`src/rtl/countdown_timer_ctrl.sv`:
```
// countdown_timer_ctrl: min:sec game countdown driven by 1 ms ticks, with pause, penalty, defuse and explode.
module countdown_timer_ctrl #(
  parameter int MS_PER_SEC  = 1000,
  parameter int INIT_MIN    = 5,
  parameter int INIT_SEC    = 0,
  parameter int PENALTY_SEC = 10
) (
  input  logic       clk,
  input  logic       rst,
  input  logic       start,
  input  logic       pause,
  input  logic       penalty,
  input  logic       defused,
  input  logic       uno_ms_timeout,
  output logic       lfsr_rst,
  output logic [6:0] min,
  output logic [5:0] sec,
  output logic       sec_tick,
  output logic [2:0] state,
  output logic       exploded,
  output logic       is_defused
);
  localparam int MW = MS_PER_SEC > 1 ? $clog2(MS_PER_SEC) : 1;
  localparam logic [MW-1:0] MS_LAST = MW'(MS_PER_SEC - 1);
  typedef enum logic [2:0] {IDLE, RUN, PAUSED, DEFUSED, EXPLODED} st_t;
  st_t st, nxt;
  logic [MW-1:0] ms_cnt, ms_nxt;
  logic sec_ev, zero;
  logic [5:0] dec, sec_sub;
  logic [6:0] min_sub;
  assign state = st;
  // dec never exceeds 59, so a single minute borrow is always enough
  always_comb begin
    sec_ev = uno_ms_timeout && ms_cnt == MS_LAST;
    ms_nxt = uno_ms_timeout ? (sec_ev ? '0 : ms_cnt + 1'b1) : ms_cnt;
    dec = 6'(sec_ev) + (penalty ? 6'(PENALTY_SEC) : 6'd0);
    sec_sub = sec >= dec ? sec - dec : sec + 6'd60 - dec;
    min_sub = sec >= dec ? min : min - 7'd1;
    zero = dec != 6'd0 && min == 7'd0 && sec <= dec;
    nxt = st;
    case (st)
      IDLE:    nxt = start ? RUN : IDLE;
      RUN:     nxt = defused ? DEFUSED : zero ? EXPLODED : pause ? PAUSED : RUN;
      PAUSED:  nxt = defused ? DEFUSED : start ? RUN : PAUSED;
      default: nxt = start ? IDLE : st;
    endcase
  end
  always_ff @(posedge clk) begin
    if (!rst) begin
      st <= IDLE;
      min <= 7'(INIT_MIN);
      sec <= 6'(INIT_SEC);
      ms_cnt <= '0;
      lfsr_rst <= 1'b0;
      sec_tick <= 1'b0;
      exploded <= 1'b0;
      is_defused <= 1'b0;
    end else begin
      st <= nxt;
      lfsr_rst <= nxt == RUN;
      exploded <= nxt == EXPLODED;
      is_defused <= nxt == DEFUSED;
      sec_tick <= st == RUN && sec_ev && nxt == RUN;
      if (st == RUN && !defused) begin
        ms_cnt <= ms_nxt;
        if (zero) begin
          min <= 7'd0;
          sec <= 6'd0;
        end else if (dec != 6'd0) begin
          min <= min_sub;
          sec <= sec_sub;
        end
      end else if ((st == DEFUSED || st == EXPLODED) && start) begin
        min <= 7'(INIT_MIN);
        sec <= 6'(INIT_SEC);
        ms_cnt <= '0;
      end
    end
  end
endmodule
```
`config.mk`:
```
export PLATFORM = sky130hd
export DESIGN_NAME = countdown_timer_ctrl
export DESIGN_NICKNAME = d
export VERILOG_FILES = /design/src/rtl/countdown_timer_ctrl.sv
export SDC_FILE = /design/constraint.sdc
export NUM_CORES = 1
export LEC_CHECK = 0
export CORE_MARGIN = 2
export CORE_UTILIZATION = 30
export CTS_BUF_LIST = sky130_fd_sc_hd__clkbuf_4
export DETAILED_ROUTE_END_ITERATION = 6
export PLACE_DENSITY = 0.6
export SLEW_MARGIN = 20
export SYNTH_ARGS = -nofsm -noshare
export SYNTH_HDL_FRONTEND = slang
export SYNTH_SLANG_ARGS = --single-unit
```
`constraint.sdc`:
```
create_clock -name clk -period 3.55 [get_ports clk]
set_clock_uncertainty 0.15 [all_clocks]
set_input_delay 0.71 -clock clk [delete_from_list [all_inputs] [get_ports clk]]
set_output_delay 0.71 -clock clk [all_outputs]
set_load 0.005 [all_outputs]
```
==> results of run 1 <==
==> cells in the final DEF, fill, tap and decap left out, types with 2 or more instances in the layout <==
master / count
o21a_1: 2
or2_2: 3
o32ai_1: 4
ha_2: 2
and4_1: 3
nor4_1: 4
and3_1: 2
nor4_4: 2
ha_1: 8
dfxtp_2: 2
clkbuf_4: 6
nor2_1: 22
nand3_1: 7
o21ai_1: 3
and2_1: 2
nand2_1: 15
nor3_1: 5
and4b_1: 2
nand4_1: 5
dfxtp_1: 28
a31oi_1: 2
a211oi_1: 3
nand2b_1: 3
buf_4: 19
a21oi_1: 13
o21ai_0: 14
clkdlybuf4s50_1: 26
xnor2_1: 7
xor2_1: 3
or4_1: 2
nor3b_1: 3
mux2i_1: 5
inv_1: 18
==> cell type report <==
cell class              count  area [sq um]
fillers                   620          3570
clock inverters             2          8.76
inverters                  18          67.6
multi-input cells         169          1200
well taps                  75          93.8
flip-flops and latches     30           603
repair buffers             45           403
clock buffers               6          45.0
==> state kept, by name, indices dropped and copies added, names as in the netlist <==
register	flops
sec_tick	1
ms_cnt	10
exploded	1
min	7
lfsr_rst	1
sec	6
state	3
is_defused	1
==> worst max-delay path by stage <==
stage | startpoint | to | slack (ns) | depth (start not counted)
final | uno_ms_timeout | min[5]$_SDFFE_PN0P_ | 0.19 | 11
after detailed placement | uno_ms_timeout | min[5]$_SDFFE_PN0P_ | -0.26 | 11
after floorplan | ms_cnt[1]$_SDFFE_PN0P_ | min[5]$_SDFFE_PN0P_ | 0.004 | 14
after global placement | uno_ms_timeout | min[5]$_SDFFE_PN0P_ | -0.17 | 11
after global routing | uno_ms_timeout | min[5]$_SDFFE_PN0P_ | 0.005 | 11
after CTS | uno_ms_timeout | min[5]$_SDFFE_PN0P_ | 0.09 | 11
==> per-layer routing <==
metal | wire, um | track usage [%]
met2 | 2120 | 21.6
met1 | 2220 | 18.3
met5 | 0 | 0
met3 | 159 | 2.88
met4 | 87 | 5.81
==> Yosys cell counts, types with 2 or more instances <==
| cell | instances |
|---|---|
| a211oi_1 | 3 |
| a21oi_1 | 13 |
| a31oi_1 | 2 |
| and2_1 | 2 |
| and3_1 | 2 |
| and4_1 | 3 |
| and4b_1 | 2 |
| clkbuf_1 | 8 |
| dfxtp_1 | 30 |
| fa_1 | 2 |
| ha_1 | 10 |
| inv_1 | 18 |
| mux2i_1 | 5 |
| nand2_1 | 15 |
| nand2b_1 | 3 |
| nand3_1 | 7 |
| nand4_1 | 5 |
| nor2_1 | 22 |
| nor3_1 | 5 |
| nor3b_1 | 3 |
| nor4_1 | 4 |
| nor4_2 | 2 |
| o21a_1 | 2 |
| o21ai_0 | 14 |
| o21ai_1 | 3 |
| o32ai_1 | 4 |
| or2_2 | 3 |
| or4_1 | 2 |
| xnor2_1 | 7 |
| xor2_1 | 3 |
==> kinds of logic after synthesis <==
logic type | Yosys count
compound gates | 56
xor+xnor | 10
fa+ha+maj | 12
buf+inv | 27
flops | 30
mux | 5
simple gates | 86
==> power groups by stage <==
stage | Combinational [mW] | Sequential (mW) | Clock (mW)
after floorplan | 0.101 | 0.361 | 0
after global placement | 0.161 | 0.368 | 0
after detailed placement | 0.162 | 0.368 | 0
after CTS | 0.163 | 0.361 | 0.214
after global routing | 0.179 | 0.363 | 0.231
final | 0.162 | 0.360 | 0.204
==> worst register-to-register path, stage by stage, from the launching register on <==
cell      delay [ns]
dfxtp_2         0.36
ha_2            0.22
and4_1          0.22
and4_1          0.23
ha_2            0.19
inv_1           0.07
fa_2            0.34
o21a_1          0.21
nor4_4          0.16
nand2b_1        0.10
a31o_1          0.23
or4_1           0.48
a221oi_2        0.24
==> metrics by stage <==
stage | utilization (%) | hold slack, ns | instances
floorplan | - | 0.324 | 226
global placement | 39.4 | 0.332 | 337
detailed placement | 39.4 | 0.340 | 337
CTS | 40.3 | 0.353 | 345
global route | 40.4 | 0.371 | 345
finish | 40.4 | 0.349 | 345
==> impl_metrics.env, run 1 <==
export IMPL_numCtsBuffers=5
export IMPL_track_usage_pct=13.8
export IMPL_hold_end="min[6]$_SDFFE_PN0P_"
export IMPL_path_buf_inv=2
export IMPL_io_pins=27
export IMPL_drv_slew=0
export IMPL_synth_top_area_cell="dfxtp_1"
export IMPL_clk_path_buf_depth=2
export IMPL_p_int_mw=0.509
export IMPL_crit_arrival_ns=3.47
export IMPL_grt_overflow=0
export IMPL_rsz0062_at_grt="false"
export IMPL_hpwl_mm=3.47
export IMPL_crit_path_end_kind="flop"
export IMPL_routed_wirelength_mm=4.59
export IMPL_synth_xor_area_share_pct=4.64
export IMPL_worst_pin_slew_ns=0.537
export IMPL_setup_viol=0
export IMPL_antenna_cells=0
export IMPL_cts_sinks=30
export IMPL_rows=28
export IMPL_port_buffers=26
export IMPL_start_util_pct=31.5
export IMPL_ys_warn_count=0
export IMPL_drive_gt1_share_pct=15.9
export IMPL_r2r_cells=12
export IMPL_path_class="in -> reg"
export IMPL_cts_tree="done"
export IMPL_ctsHoldBuffers=0
export IMPL_die_h_um=83.3
export IMPL_switching_share_pct=29.9
export IMPL_hold_depth=2
export IMPL_vias=1778
export IMPL_start_kind="primary input"
export IMPL_design_area_sq_um=2420
export IMPL_synthMuxAreaShare_pct=2.65
export IMPL_clk_pin_slew_ns=0.10
export IMPL_insertion_delay_ns=0.34
export IMPL_power_density_nw_per_um2=300
export IMPL_slowest_delay_ns=0.50
export IMPL_syn_nets=245
export IMPL_synth_simple_area_share_pct=26.4
export IMPL_finalCritPeriodShare_pct=94.6
export IMPL_combPwrFrac_pct=22.4
export IMPL_cts_root_buf="clkbuf_4"
export IMPL_synth_cell_type_count=52
export IMPL_cts_max_level=2
export IMPL_min_path_type="reg -> reg"
export IMPL_synth_area_per_cell_sq_um=8.34
export IMPL_grt_pass1_wl_mm=7.84
export IMPL_grt_max_degree=15
export IMPL_cts_resized=0
export IMPL_cp_data_required_time_ns=3.66
export IMPL_drc=0
export IMPL_cpMaxStageDelayCell="clkdlybuf4s50_1"
export IMPL_hp_start="min[6]$_SDFFE_PN0P_"
export IMPL_synth_top_area_share_pct=31.9
export IMPL_slew_headroom_pct=64.1
export IMPL_synth_area_leaders="dfxtp_1 (32%), ha_1 (6.6%), nor2_1 (4.4%)"
export IMPL_p_seq_share_pct=49.6
export IMPL_r2r_slack_ns=0.26
export IMPL_die_area_sq_um=6940
export IMPL_path_max_fanout=2
export IMPL_power_switching_mw=0.217
export IMPL_ys_async_sr_fraction_pct=0
export IMPL_synthFlopType="dfxtp_1"
export IMPL_synth_edf_count=0
export IMPL_synth_cell_area_sq_um=1890
export IMPL_core_sq_um=5990
export IMPL_clock_fmax_mhz=298
export IMPL_period_needed_ns=3.36
export IMPL_netlist_instances=226
export IMPL_pre_cts_ws_ns=-0.263
export IMPL_placement_cell_area_sq_um=2360
export IMPL_outcome="finished clean"
export IMPL_drt_vias_per_instance=5.15
export IMPL_post_cts_buffers=0
export IMPL_layout_nets=288
export IMPL_syn_to_final_growth_pct=28.3
export IMPL_peakVddDrop_mv=0.186
export IMPL_timing_rr_start="ms_cnt[0]$_SDFFE_PN0P_"
export IMPL_wl_per_cell_um=13.3
export IMPL_grt_pass1_vias=1659
export IMPL_synth_fa_ha_area_share_pct=8.76
export IMPL_drtIter0Drc=92
export IMPL_ant_nets=0
export IMPL_clkPwrFrac_pct=28.1
export IMPL_path_delay_family="simple AND/OR/NAND/NOR gates"
export IMPL_setup_ws_ns=0.190
export IMPL_reg2reg_to="min[5]$_SDFFE_PN0P_"
export IMPL_maxCapViolCount=0
export IMPL_gp_congestion=0.825
export IMPL_synth_compound_area_share_pct=20.2
export IMPL_cp_cell_sequence="clkdlybuf4s50_1, and4_1, ha_2, inv_1, fa_2, o21a_1, nor4_4, nand2b_1, a31o_1, or4_1, a221oi_2"
export IMPL_ys_seq_area_share_pct=31.9
export IMPL_setup_tns_ns=0
export IMPL_synth_top_family_by_area="simple AND/OR/NAND/NOR gates"
export IMPL_drt_pass1_iter_count=4
export IMPL_leakagePower_nw=0.896
export IMPL_die_width_um=83.3
export IMPL_synth_ff_latch_count=30
export IMPL_hold_violations=0
export IMPL_antenna_found_initial=0
export IMPL_fin_total_pwr_mw=0.726
Note: power is estimated with default switching activity, not from simulation.
==> inputs of run 2 (changes only) <==
--- a/config.mk
+++ b/config.mk
@@ -9,7 +9,7 @@
 export CORE_UTILIZATION = 30
 export CTS_BUF_LIST = sky130_fd_sc_hd__clkbuf_4
 export DETAILED_ROUTE_END_ITERATION = 6
-export PLACE_DENSITY = 0.6
+export PLACE_DENSITY = 0.58
 export SLEW_MARGIN = 20
 export SYNTH_ARGS = -nofsm -noshare
 export SYNTH_HDL_FRONTEND = slang
==> impl_metrics.env, run 2 (same netlist as run 1, synthesis figures left out) <==
export IMPL_path_class="in -> reg"
export IMPL_finalCritPeriodShare_pct=93.8
export IMPL_drc=0
export IMPL_rows=28
export IMPL_pre_cts_ws_ns=-0.239
export IMPL_largest_reg_flops=10
export IMPL_crit_path_end_kind="flop"
export IMPL_use_met1_pct=18.3
export IMPL_clock_fmax_mhz=300
export IMPL_period_needed_ns=3.33
export IMPL_grt_busiest_layer="met2"
export IMPL_slew_headroom_pct=59.6
export IMPL_grt_pass1_wl_mm=7.75
export IMPL_setup_tns_ns=0
export IMPL_syn_to_final_growth_pct=27.1
export IMPL_outcome="finished clean"
export IMPL_wl_per_cell_um=13.7
export IMPL_vias=1804
export IMPL_grt_max_degree=15
export IMPL_crit_arrival_ns=3.43
export IMPL_p_seq_share_pct=49.8
export IMPL_setup_viol=0
export IMPL_worst_pin_slew_ns=0.602
export IMPL_cts_tree="done"
export IMPL_antenna_cells=0
export IMPL_track_usage_pct=13.6
export IMPL_ctsHoldBuffers=0
export IMPL_fin_total_pwr_mw=0.724
export IMPL_drt_vias_per_instance=5.27
export IMPL_p_int_mw=0.505
export IMPL_clk_pin_slew_ns=0.10
export IMPL_core_sq_um=5990
export IMPL_start_util_pct=31.5
export IMPL_start_kind="primary input"
export IMPL_die_width_um=83.3
export IMPL_final_common_cell="dfxtp_1"
export IMPL_drive_gt1_share_pct=15.0
export IMPL_io_pins=27
export IMPL_holdWs_ns=0.349
export IMPL_die_h_um=83.3
export IMPL_fin_util_pct=40.0
export IMPL_cts_max_level=2
export IMPL_hold_violations=0
export IMPL_gp_congestion=0.788
export IMPL_cts_sinks=30
export IMPL_port_buffers=26
export IMPL_place_inst=334
export IMPL_clkPwrFrac_pct=28.4
export IMPL_cts_resized=0
export IMPL_setup_ws_ns=0.220
export IMPL_placement_cell_area_sq_um=2340
export IMPL_die_area_sq_um=6940
export IMPL_instances_no_fill=342
export IMPL_layout_nets=285
export IMPL_grt_overflow=0
export IMPL_grt_util_met3_pct=3.18
export IMPL_design_area_sq_um=2400
export IMPL_switching_share_pct=30.2
export IMPL_peakVddDrop_mv=0.120
export IMPL_path_max_fanout=2
export IMPL_min_path_type="reg -> reg"
export IMPL_maxCapViolCount=0
export IMPL_seq_area_sq_um=603
export IMPL_rsz0062_at_grt="false"
export IMPL_drtIter0Drc=65
export IMPL_gr_usage_met2_pct=21.5
export IMPL_fillers=621
export IMPL_ant_nets=0
export IMPL_power_switching_mw=0.219
export IMPL_drv_slew=0
export IMPL_insertion_delay_ns=0.33
export IMPL_cts_root_buf="clkbuf_4"
export IMPL_clk_path_buf_depth=2
export IMPL_hpwl_mm=3.45
export IMPL_routed_wirelength_mm=4.67
export IMPL_regMostFlops="ms_cnt"
export IMPL_largest_registers="ms_cnt: 10 flops, min: 7 flops, sec: 6 flops"
export IMPL_antenna_found_initial=0
export IMPL_final_cell_mix="dfxtp_1 (28), clkdlybuf4s50_1 (26), nor2_1 (22), inv_1 (18), buf_4 (16)"
export IMPL_cp_data_required_time_ns=3.65
export IMPL_multiInputGateArea_sq_um=1200
export IMPL_power_density_nw_per_um2=302
export IMPL_grt_pass1_vias=1605
export IMPL_post_cts_buffers=0
export IMPL_leakagePower_nw=0.881
export IMPL_drt_pass1_iter_count=4
export IMPL_combPwrFrac_pct=21.7
export IMPL_numCtsBuffers=5
[run 2: worst max-delay path, stage by stage]
cell	delay, ns
clkdlybuf4s50_1	0.50
and4_1	0.23
ha_2	0.19
inv_1	0.07
fa_2	0.34
o21a_1	0.21
nor4_4	0.15
nand2b_1	0.10
a31o_1	0.23
or4_1	0.48
a221oi_2	0.22
[run 2: area by class of cell]
cell class | instances | share of cell area (%)
clock buffers | 6 | 1.88
clock inverters | 2 | 0.365
inverters | 18 | 2.82
multi-input cells | 169 | 50.0
flip-flops and latches | 30 | 25.2
well taps | 75 | 3.91
repair buffers | 42 | 15.9
[run 2: metal layers]
layer  vias up  share of wire [%]
li1        908                  -
met1       864                 50
met2        26                 46
met3         6                3.0
met4         0                1.4
met5         -                  0
[run 2: power by group through the flow]
stage	registers, mW	logic (mW)	clock network [mW]
after floorplan	0.361	0.101	0
after global placement	0.368	0.157	0
after detailed placement	0.369	0.158	0
after CTS	0.361	0.159	0.214
after global routing	0.363	0.175	0.230
final	0.361	0.157	0.206
[run 2: worst paths after layout]
kind	startpoint	slack, ns	end	cells after the start
setup / recovery	uno_ms_timeout	0.22	min[5]$_SDFFE_PN0P_	11
hold / removal	min[6]$_SDFFE_PN0P_	0.35	min[6]$_SDFFE_PN0P_	2
setup reg to reg	ms_cnt[0]$_SDFFE_PN0P_	0.26	min[5]$_SDFFE_PN0P_	12
hold reg to reg	min[6]$_SDFFE_PN0P_	0.35	min[6]$_SDFFE_PN0P_	2
